### config.mk
export PLATFORM = sky130hd
export DESIGN_NAME = lifo_stack_flat
export DESIGN_NICKNAME = d
export VERILOG_FILES = /design/src/rtl/lifo_pkg.sv /design/src/rtl/lifo_stack_if.sv /design/src/rtl/lifo_mem.sv /design/src/rtl/lifo_stack.sv /design/src/flat_wrapper.sv
export SDC_FILE = /design/constraint.sdc
export NUM_CORES = 1
export LEC_CHECK = 0
export BUFFER_PORTS_ARGS = -buffer_cell sky130_fd_sc_hd__buf_4
export CAP_MARGIN = 20
export CORE_AREA = 4 4 102 85
export DETAILED_ROUTE_END_ITERATION = 10
export DIE_AREA = 0 0 106 89
export PLACE_DENSITY = 0.89
export REMOVE_ABC_BUFFERS = 1
export SETUP_SLACK_MARGIN = 0.05
export SYNTH_ARGS = -nofsm -noshare
export SYNTH_HDL_FRONTEND = slang
export SYNTH_HIERARCHICAL = 1
export SYNTH_SLANG_ARGS = --single-unit
export TNS_END_PERCENT = 5
### constraint.sdc
create_clock -name clk -period 3.65 [get_ports clk]
set_input_delay 0.5475 -clock clk [delete_from_list [all_inputs] [get_ports clk]]
set_output_delay 0.5475 -clock clk [all_outputs]
set_load 0.02 [all_outputs]
### src/rtl/lifo_pkg.sv
`default_nettype none
// ============================================================================
// Module      : lifo_pkg
// Description : Shared constants, op encoding and sizing helper for the stack.
// Revision    : 1.0 - initial release
// ============================================================================
package lifo_pkg;

    localparam int LIFO_DEF_WIDTH = 8;
    localparam int LIFO_DEF_DEPTH = 8;

    // Per-cycle operation after priority resolution (clear > push&pop > push > pop)
    localparam logic [2:0] OP_IDLE = 3'd0;
    localparam logic [2:0] OP_PUSH = 3'd1;
    localparam logic [2:0] OP_POP  = 3'd2;
    localparam logic [2:0] OP_REPL = 3'd3;
    localparam logic [2:0] OP_BYP  = 3'd4;
    localparam logic [2:0] OP_CLR  = 3'd5;

    function automatic int clog2(input int value);
        int result;
        result = 0;
        for (int i = 0; i < 31; i++) begin
            if ((1 << i) < value) begin
                result = i + 1;
            end
        end
        return result;
    endfunction

endpackage
`default_nettype wire

### src/rtl/lifo_stack_if.sv
`default_nettype none
// ============================================================================
// Module      : lifo_stack_if
// Description : Producer/consumer bundle between the stack and its clients.
// Revision    : 1.0 - initial release
// ============================================================================
interface lifo_stack_if
    import lifo_pkg::*;
#(
    parameter int WIDTH = LIFO_DEF_WIDTH,
    parameter int DEPTH = LIFO_DEF_DEPTH
);
    localparam int CNT_W = clog2(DEPTH + 1);

    logic             clear;
    logic             push;
    logic             pop;
    logic [WIDTH-1:0] din;
    logic [WIDTH-1:0] dout;
    logic             dout_valid;
    logic [WIDTH-1:0] top;
    logic [CNT_W-1:0] count;
    logic             empty;
    logic             full;
    logic             almost_full;
    logic             almost_empty;
    logic             overflow;
    logic             underflow;

    modport master (
        output clear, push, pop, din,
        input  dout, dout_valid, top, count, empty, full,
               almost_full, almost_empty, overflow, underflow
    );

    modport slave (
        input  clear, push, pop, din,
        output dout, dout_valid, top, count, empty, full,
               almost_full, almost_empty, overflow, underflow
    );

endinterface
`default_nettype wire

### src/rtl/lifo_mem.sv
`default_nettype none
// ============================================================================
// Module      : lifo_mem
// Description : DEPTH x WIDTH register array, sync write, registered read,
//               asynchronous peek. Array contents are not reset.
// Revision    : 1.0 - initial release
// ============================================================================
module lifo_mem
    import lifo_pkg::*;
#(
    parameter int WIDTH = LIFO_DEF_WIDTH,
    parameter int DEPTH = LIFO_DEF_DEPTH,
    parameter int ADDR_W = clog2(DEPTH)
) (
    input  wire logic              clk,
    input  wire logic              rstn,
    input  wire logic              we,
    input  wire logic [ADDR_W-1:0] waddr,
    input  wire logic [WIDTH-1:0]  wdata,
    input  wire logic              re,
    input  wire logic [ADDR_W-1:0] raddr,
    output      logic [WIDTH-1:0]  rdata,
    input  wire logic [ADDR_W-1:0] paddr,
    output      logic [WIDTH-1:0]  pdata
);

    logic [WIDTH-1:0] mem_q [DEPTH];
    logic [WIDTH-1:0] rdata_q;
    logic [WIDTH-1:0] rdata_d;

    always_ff @(posedge clk) begin
        if (we) begin
            mem_q[waddr] <= wdata;
        end
    end

    // Read samples the pre-edge array, so a same-address write is not seen
    always_comb begin
        rdata_d = rdata_q;
        if (re) begin
            rdata_d = mem_q[raddr];
        end
    end

    always_ff @(posedge clk or negedge rstn) begin
        if (!rstn) begin
            rdata_q <= '0;
        end else begin
            rdata_q <= rdata_d;
        end
    end

    assign rdata = rdata_q;
    assign pdata = mem_q[paddr];

endmodule
`default_nettype wire

### src/rtl/lifo_stack.sv
`default_nettype none
// ============================================================================
// Module      : lifo_stack
// Description : Parametrised LIFO with replace-top, empty bypass, peek,
//               occupancy flags, synchronous clear and error pulses.
// Revision    : 1.0 - initial release
// ============================================================================
module lifo_stack
    import lifo_pkg::*;
#(
    parameter int WIDTH     = LIFO_DEF_WIDTH,
    parameter int DEPTH     = LIFO_DEF_DEPTH,
    parameter int AFULL_TH  = DEPTH - 1,
    parameter int AEMPTY_TH = 1
) (
    input wire logic    clk,
    input wire logic    rstn,
    lifo_stack_if.slave bus
);

    localparam int CNT_W    = clog2(DEPTH + 1);
    localparam int c_ADDR_W = clog2(DEPTH);
    localparam logic [CNT_W-1:0] c_CNT_ONE  = CNT_W'(1);
    localparam logic [CNT_W-1:0] c_CNT_FULL = CNT_W'(DEPTH);

    logic [CNT_W-1:0]    count_q, count_d;
    logic                dout_valid_q, dout_valid_d;
    logic                overflow_q, overflow_d;
    logic                underflow_q, underflow_d;
    logic                byp_sel_q, byp_sel_d;
    logic [WIDTH-1:0]    byp_data_q, byp_data_d;

    logic [2:0]          w_op;
    logic                w_empty;
    logic                w_full;
    logic [c_ADDR_W-1:0] w_top_addr;
    logic [c_ADDR_W-1:0] w_push_addr;
    logic [c_ADDR_W-1:0] w_waddr;
    logic                w_we;
    logic                w_re;
    logic [WIDTH-1:0]    w_rdata;
    logic [WIDTH-1:0]    w_pdata;

    assign w_empty     = (count_q == '0);
    assign w_full      = (count_q == c_CNT_FULL);
    assign w_top_addr  = c_ADDR_W'(count_q - c_CNT_ONE);
    assign w_push_addr = c_ADDR_W'(count_q);

    always_comb begin
        w_op = OP_IDLE;
        if (bus.clear) begin
            w_op = OP_CLR;
        end else if (bus.push && bus.pop) begin
            w_op = w_empty ? OP_BYP : OP_REPL;
        end else if (bus.push) begin
            w_op = OP_PUSH;
        end else if (bus.pop) begin
            w_op = OP_POP;
        end
    end

    always_comb begin
        count_d      = count_q;
        dout_valid_d = 1'b0;
        overflow_d   = 1'b0;
        underflow_d  = 1'b0;
        byp_sel_d    = byp_sel_q;
        byp_data_d   = byp_data_q;
        w_we         = 1'b0;
        w_re         = 1'b0;
        w_waddr      = w_push_addr;
        case (w_op)
            OP_CLR: begin
                count_d = '0;
            end
            OP_PUSH: begin
                if (w_full) begin
                    overflow_d = 1'b1;
                end else begin
                    w_we    = 1'b1;
                    count_d = count_q + c_CNT_ONE;
                end
            end
            OP_POP: begin
                if (w_empty) begin
                    underflow_d = 1'b1;
                end else begin
                    w_re         = 1'b1;
                    count_d      = count_q - c_CNT_ONE;
                    dout_valid_d = 1'b1;
                    byp_sel_d    = 1'b0;
                end
            end
            OP_REPL: begin
                w_re         = 1'b1;
                w_we         = 1'b1;
                w_waddr      = w_top_addr;
                dout_valid_d = 1'b1;
                byp_sel_d    = 1'b0;
            end
            // Empty push+pop hands din straight to dout without touching memory
            OP_BYP: begin
                byp_sel_d    = 1'b1;
                byp_data_d   = bus.din;
                dout_valid_d = 1'b1;
            end
            default: begin
                count_d = count_q;
            end
        endcase
    end

    always_ff @(posedge clk or negedge rstn) begin
        if (!rstn) begin
            count_q      <= '0;
            dout_valid_q <= 1'b0;
            overflow_q   <= 1'b0;
            underflow_q  <= 1'b0;
            byp_sel_q    <= 1'b0;
            byp_data_q   <= '0;
        end else begin
            count_q      <= count_d;
            dout_valid_q <= dout_valid_d;
            overflow_q   <= overflow_d;
            underflow_q  <= underflow_d;
            byp_sel_q    <= byp_sel_d;
            byp_data_q   <= byp_data_d;
        end
    end

    lifo_mem #(
        .WIDTH  (WIDTH),
        .DEPTH  (DEPTH),
        .ADDR_W (c_ADDR_W)
    ) u_mem (
        .clk   (clk),
        .rstn  (rstn),
        .we    (w_we),
        .waddr (w_waddr),
        .wdata (bus.din),
        .re    (w_re),
        .raddr (w_top_addr),
        .rdata (w_rdata),
        .paddr (w_top_addr),
        .pdata (w_pdata)
    );

    // dout is whichever registered source was loaded last: memory read or bypass
    assign bus.dout         = byp_sel_q ? byp_data_q : w_rdata;
    assign bus.dout_valid   = dout_valid_q;
    assign bus.overflow     = overflow_q;
    assign bus.underflow    = underflow_q;
    assign bus.count        = count_q;
    assign bus.empty        = w_empty;
    assign bus.full         = w_full;
    assign bus.almost_full  = (int'(count_q) >= AFULL_TH);
    assign bus.almost_empty = (int'(count_q) <= AEMPTY_TH);
    assign bus.top          = w_empty ? '0 : w_pdata;

endmodule
`default_nettype wire

### src/flat_wrapper.sv
// flat-port wrapper written by rule: the top's interface ports become plain ports
module lifo_stack_flat import lifo_pkg::*;
#(
    parameter int WIDTH     = LIFO_DEF_WIDTH,
    parameter int DEPTH     = LIFO_DEF_DEPTH,
    parameter int AFULL_TH  = DEPTH - 1,
    parameter int AEMPTY_TH = 1
)
  (clk, rstn, bus_clear, bus_push, bus_pop, bus_din, bus_dout, bus_dout_valid, bus_top, bus_count, bus_empty, bus_full, bus_almost_full, bus_almost_empty, bus_overflow, bus_underflow);
  lifo_stack_if #(.WIDTH(WIDTH), .DEPTH(DEPTH)) bus_i ();
  input wire logic clk;
  input wire logic rstn;
  input wire logic [$bits(bus_i.clear)-1:0] bus_clear;
  input wire logic [$bits(bus_i.push)-1:0] bus_push;
  input wire logic [$bits(bus_i.pop)-1:0] bus_pop;
  input wire logic [$bits(bus_i.din)-1:0] bus_din;
  output wire logic [$bits(bus_i.dout)-1:0] bus_dout;
  output wire logic [$bits(bus_i.dout_valid)-1:0] bus_dout_valid;
  output wire logic [$bits(bus_i.top)-1:0] bus_top;
  output wire logic [$bits(bus_i.count)-1:0] bus_count;
  output wire logic [$bits(bus_i.empty)-1:0] bus_empty;
  output wire logic [$bits(bus_i.full)-1:0] bus_full;
  output wire logic [$bits(bus_i.almost_full)-1:0] bus_almost_full;
  output wire logic [$bits(bus_i.almost_empty)-1:0] bus_almost_empty;
  output wire logic [$bits(bus_i.overflow)-1:0] bus_overflow;
  output wire logic [$bits(bus_i.underflow)-1:0] bus_underflow;
  assign bus_i.clear = bus_clear;
  assign bus_i.push = bus_push;
  assign bus_i.pop = bus_pop;
  assign bus_i.din = bus_din;
  assign bus_dout = bus_i.dout;
  assign bus_dout_valid = bus_i.dout_valid;
  assign bus_top = bus_i.top;
  assign bus_count = bus_i.count;
  assign bus_empty = bus_i.empty;
  assign bus_full = bus_i.full;
  assign bus_almost_full = bus_i.almost_full;
  assign bus_almost_empty = bus_i.almost_empty;
  assign bus_overflow = bus_i.overflow;
  assign bus_underflow = bus_i.underflow;
  lifo_stack #(.WIDTH(WIDTH), .DEPTH(DEPTH), .AFULL_TH(AFULL_TH), .AEMPTY_TH(AEMPTY_TH)) u_core (.clk(clk), .rstn(rstn), .bus(bus_i));
endmodule
==> reports/metrics.yaml <==
fin_cells: 463
fmax_mhz: 297.0
dpl_worst_slack_ns: 0.5329
die_area_mm2: 0.009434
r2r_start: "u_core/bus.count[0]"
setup_violations: 0
vdd_drop_max_uv: 370.9
critPathKind: "reg -> out"
seq_power_share_pct: 43.1
cp_common_cell: "buf_4"
outcome: "finished clean"
final_cell_mix: "edfxtp_1, buf_4, mux2_2, dfrtp_1, mux2i_1"
worstSetupPathDepth: 6
clockPowerShare_pct: 23.9
post_cts_buffers: 0
fin_util_pct: 66.23
crit_slowest_cell: "mux4_1"
drv_cap: 0
crit_arrival_ns: 2.82
drc_errors: 0
rows: 29
synth_edf_count: 64
power.leakage_uw: 0.002123
gp_congestion: 0.8097
crit_end: "bus_top[5]"
cts.reportedPaths.clkPinSlew_ns: 0.08
dieWidth_um: 106
power.internal_uw: 2019
overflow: 0
nNetsFinal: 366
drt-pass1-iter-count: 5
fin_crit_sh_pct: 92.25
yosysUniqueCellTypes: 46
io_buffers: 39
power_uw: 2914
p_sw_share_pct: 30.72
clock_path_buffers: 2
slew_headroom_pct: 47.45
io_pins: 40
tritoncts: "done"
grt_pass1_vias: 2833
wl_per_cell_um: 20.25
ys_warn_count: 6
ctsRootBufferMaster: "clkbuf_8"
worst_ep_required_time_ns: 3.10
core_mm2: 0.007692
fin_setup_tns_ns: 0
grt_start_max_net_pins: 57
hold_violations: 0
timing.critical_path.buf_inv: 3
rr_endpoint: "u_core/u_mem/mem_q[0][7]"
synthFlopType: "edfxtp_1"
r2r_slack_ns: 0.69
layout_commonest_cell: "edfxtp_1"
syn-instance-count: 300
area_growth_pct: 15.32
setup_ws_ns: 0.2830
clock_latency_ns: 0.35
p_per_area_mw_per_mm2: 572.0
initial_core_util_pct: 57.43
ant_nets: 0
reg2reg_depth: 8
pwr-share-comb_pct: 32.9
hold_path.class: "in -> async"
syn_area_mm2: 0.004418
antenna_found_initial: 0
period_needed_ns: 3.367
die_height_um: 89
drv_slew: 0
start_kind: "flip-flop"
via_per_inst: 6.009
diodes: 0
synthArstFlopShare_pct: 27.27
netSwitchingPower_uw: 895.3
clock_sinks: 88
cts_buffers: 9
dp_hpwl_mm: 6.431
postSynthAreaPerCell_um2: 14.73
startpoint: "u_core/bus.count[0]"
slowest_delay_ns: 0.67
crit_chain: "inv_2 -> buf_4 -> mux4_1 -> mux2_2 -> and2_1 -> buf_4"
rsz0062_at_grt: "no"
synth_seq_cells: 88
end_kind: "output port"
num_vias: 2782
cpLargestDelayFamily: "multiplexers"
grt_pass1_wl_mm: 14.89
drtIter0Drc: 158
fin_skew_ns: 0.006675
critPathMaxFanout: 56
worst_pin_slew_ns: 0.7882
seq_area_frac_synth_pct: 57.09
totalWireLength_mm: 9.377
drive_gt1_share_pct: 30.14
dp.cells: 447
grt_usage_pct: 21.35
htree_levels: 3
-- registers in the layout, summed over array words and instances (netlist names) --
| register | count |
|---|---|
| u_core/u_mem/rdata | 8 |
| u_core/bus.dout_valid | 1 |
| u_core/bus.underflow | 1 |
| u_core/bus.overflow | 1 |
| u_core/bus.count | 4 |
| u_core/u_mem/mem_q | 64 |
| u_core/byp_data_q | 8 |
| u_core/byp_sel_q | 1 |
-- worst min-delay path by stage --
stage	startpoint	end	slack, ns	cells after the start
2_1_floorplan	rstn	u_core/bus.count[0]	0.25	0
3_3_place_gp	rstn	u_core/bus.dout_valid	0.47	1
3_5_place_dp	rstn	u_core/bus.dout_valid	0.48	1
4_1_cts	rstn	u_core/u_mem/rdata[1]	0.1	1
5_1_grt	rstn	u_core/bus.count[3]	0.1	1
6_report	rstn	u_core/bus.count[3]	0.09	1
-- power by group through the flow --
stage | Combinational [uW] | Clock [uW] | Sequential [uW]
2_1_floorplan | 622 | 0 | 1260
3_3_place_gp | 942 | 0 | 1270
3_5_place_dp | 962 | 0 | 1280
4_1_cts | 966 | 708 | 1260
5_1_grt | 1030 | 755 | 1270
6_report | 960 | 697 | 1260
-- metrics by stage --
| stage | hold WS [ns] | area (um2) |
|---|---|---|
| 6_report | 0.09327 | 5095 |
| 4_1_cts | 0.09830 | 5091 |
| 3_3_place_gp | 0.4726 | 4881 |
| 5_1_grt | 0.09892 | 5095 |
| 3_5_place_dp | 0.4801 | 4881 |
| 2_1_floorplan | 0.2519 | 4305 |
-- cell usage after synthesis, types with 2 or more instances --
library cell  number  share of area, %
a211o_1            8               1.6
a21o_1             2              0.34
a22oi_1            8               1.4
a41o_1             8               1.8
and2_1             8               1.1
and2b_2            2              0.40
buf_1              2              0.17
buf_2              5              0.57
buf_6              2              0.51
clkbuf_1           8              0.68
dfrtp_1           24                14
edfxtp_1          64                44
ha_1               3              0.85
inv_1              8              0.68
mux2_2            24               6.1
mux2i_1           24               5.4
mux4_1            15               8.9
nand2_1            4              0.34
nand2b_1           4              0.57
nand3_1            8              0.91
nand3b_1           2              0.34
nor2_1            15               1.3
nor2b_1           19               2.7
nor3_1             5              0.57
o21ai_0            6              0.68
o22ai_1            2              0.28
-- timing repair --
item	4_1_cts	5_1_grt
hold endpoints to repair	0	0
resized for setup	0	1
endpoints found under the setup margin	0	8
hold buffers	0	0
-- per-layer routing --
metal | up-vias | track usage, % | share of wire, %
met5 | - | 0 | 0
met4 | 0 | 9.765 | 2.5
met3 | 19 | 5.054 | 7.2
met2 | 108 | 37.04 | 51
met1 | 1391 | 25.96 | 40
li1 | 1264 | - | -
-- worst register-to-register path: stages, from the launching register on --
cell,delay [ns]
dfrtp_1,0.52
inv_2,0.06
ha_1,0.28
or3b_4,0.41
inv_1,0.12
a2111oi_0,0.55
nand2b_1,0.21
nor3_1,0.28
buf_4,0.23
-- layout make-up --
cell class	count	area (um2)
well taps	108	135.1
repair buffers	58	435.4
multi-input cells	185	1758
clock inverters	2	37.54
flip-flops and latches	88	2522
clock buffers	14	172.7
fillers	571	2597
inverters	8	33.78
-- cells by family (layout without fill, tap and decap cells) --
kind of cell | after synthesis | after routing | synth area share [%]
flops | 88 | 88 | 57.09
compound gates | 41 | 41 | 7.675
xor+xnor | 2 | 2 | 0.3966
mux | 64 | 64 | 20.99
buf+inv | 27 | 82 | 3.229
simple gates | 75 | 75 | 9.771
fa+ha+maj | 3 | 3 | 0.8497
(Power assumes the default switching activity.)
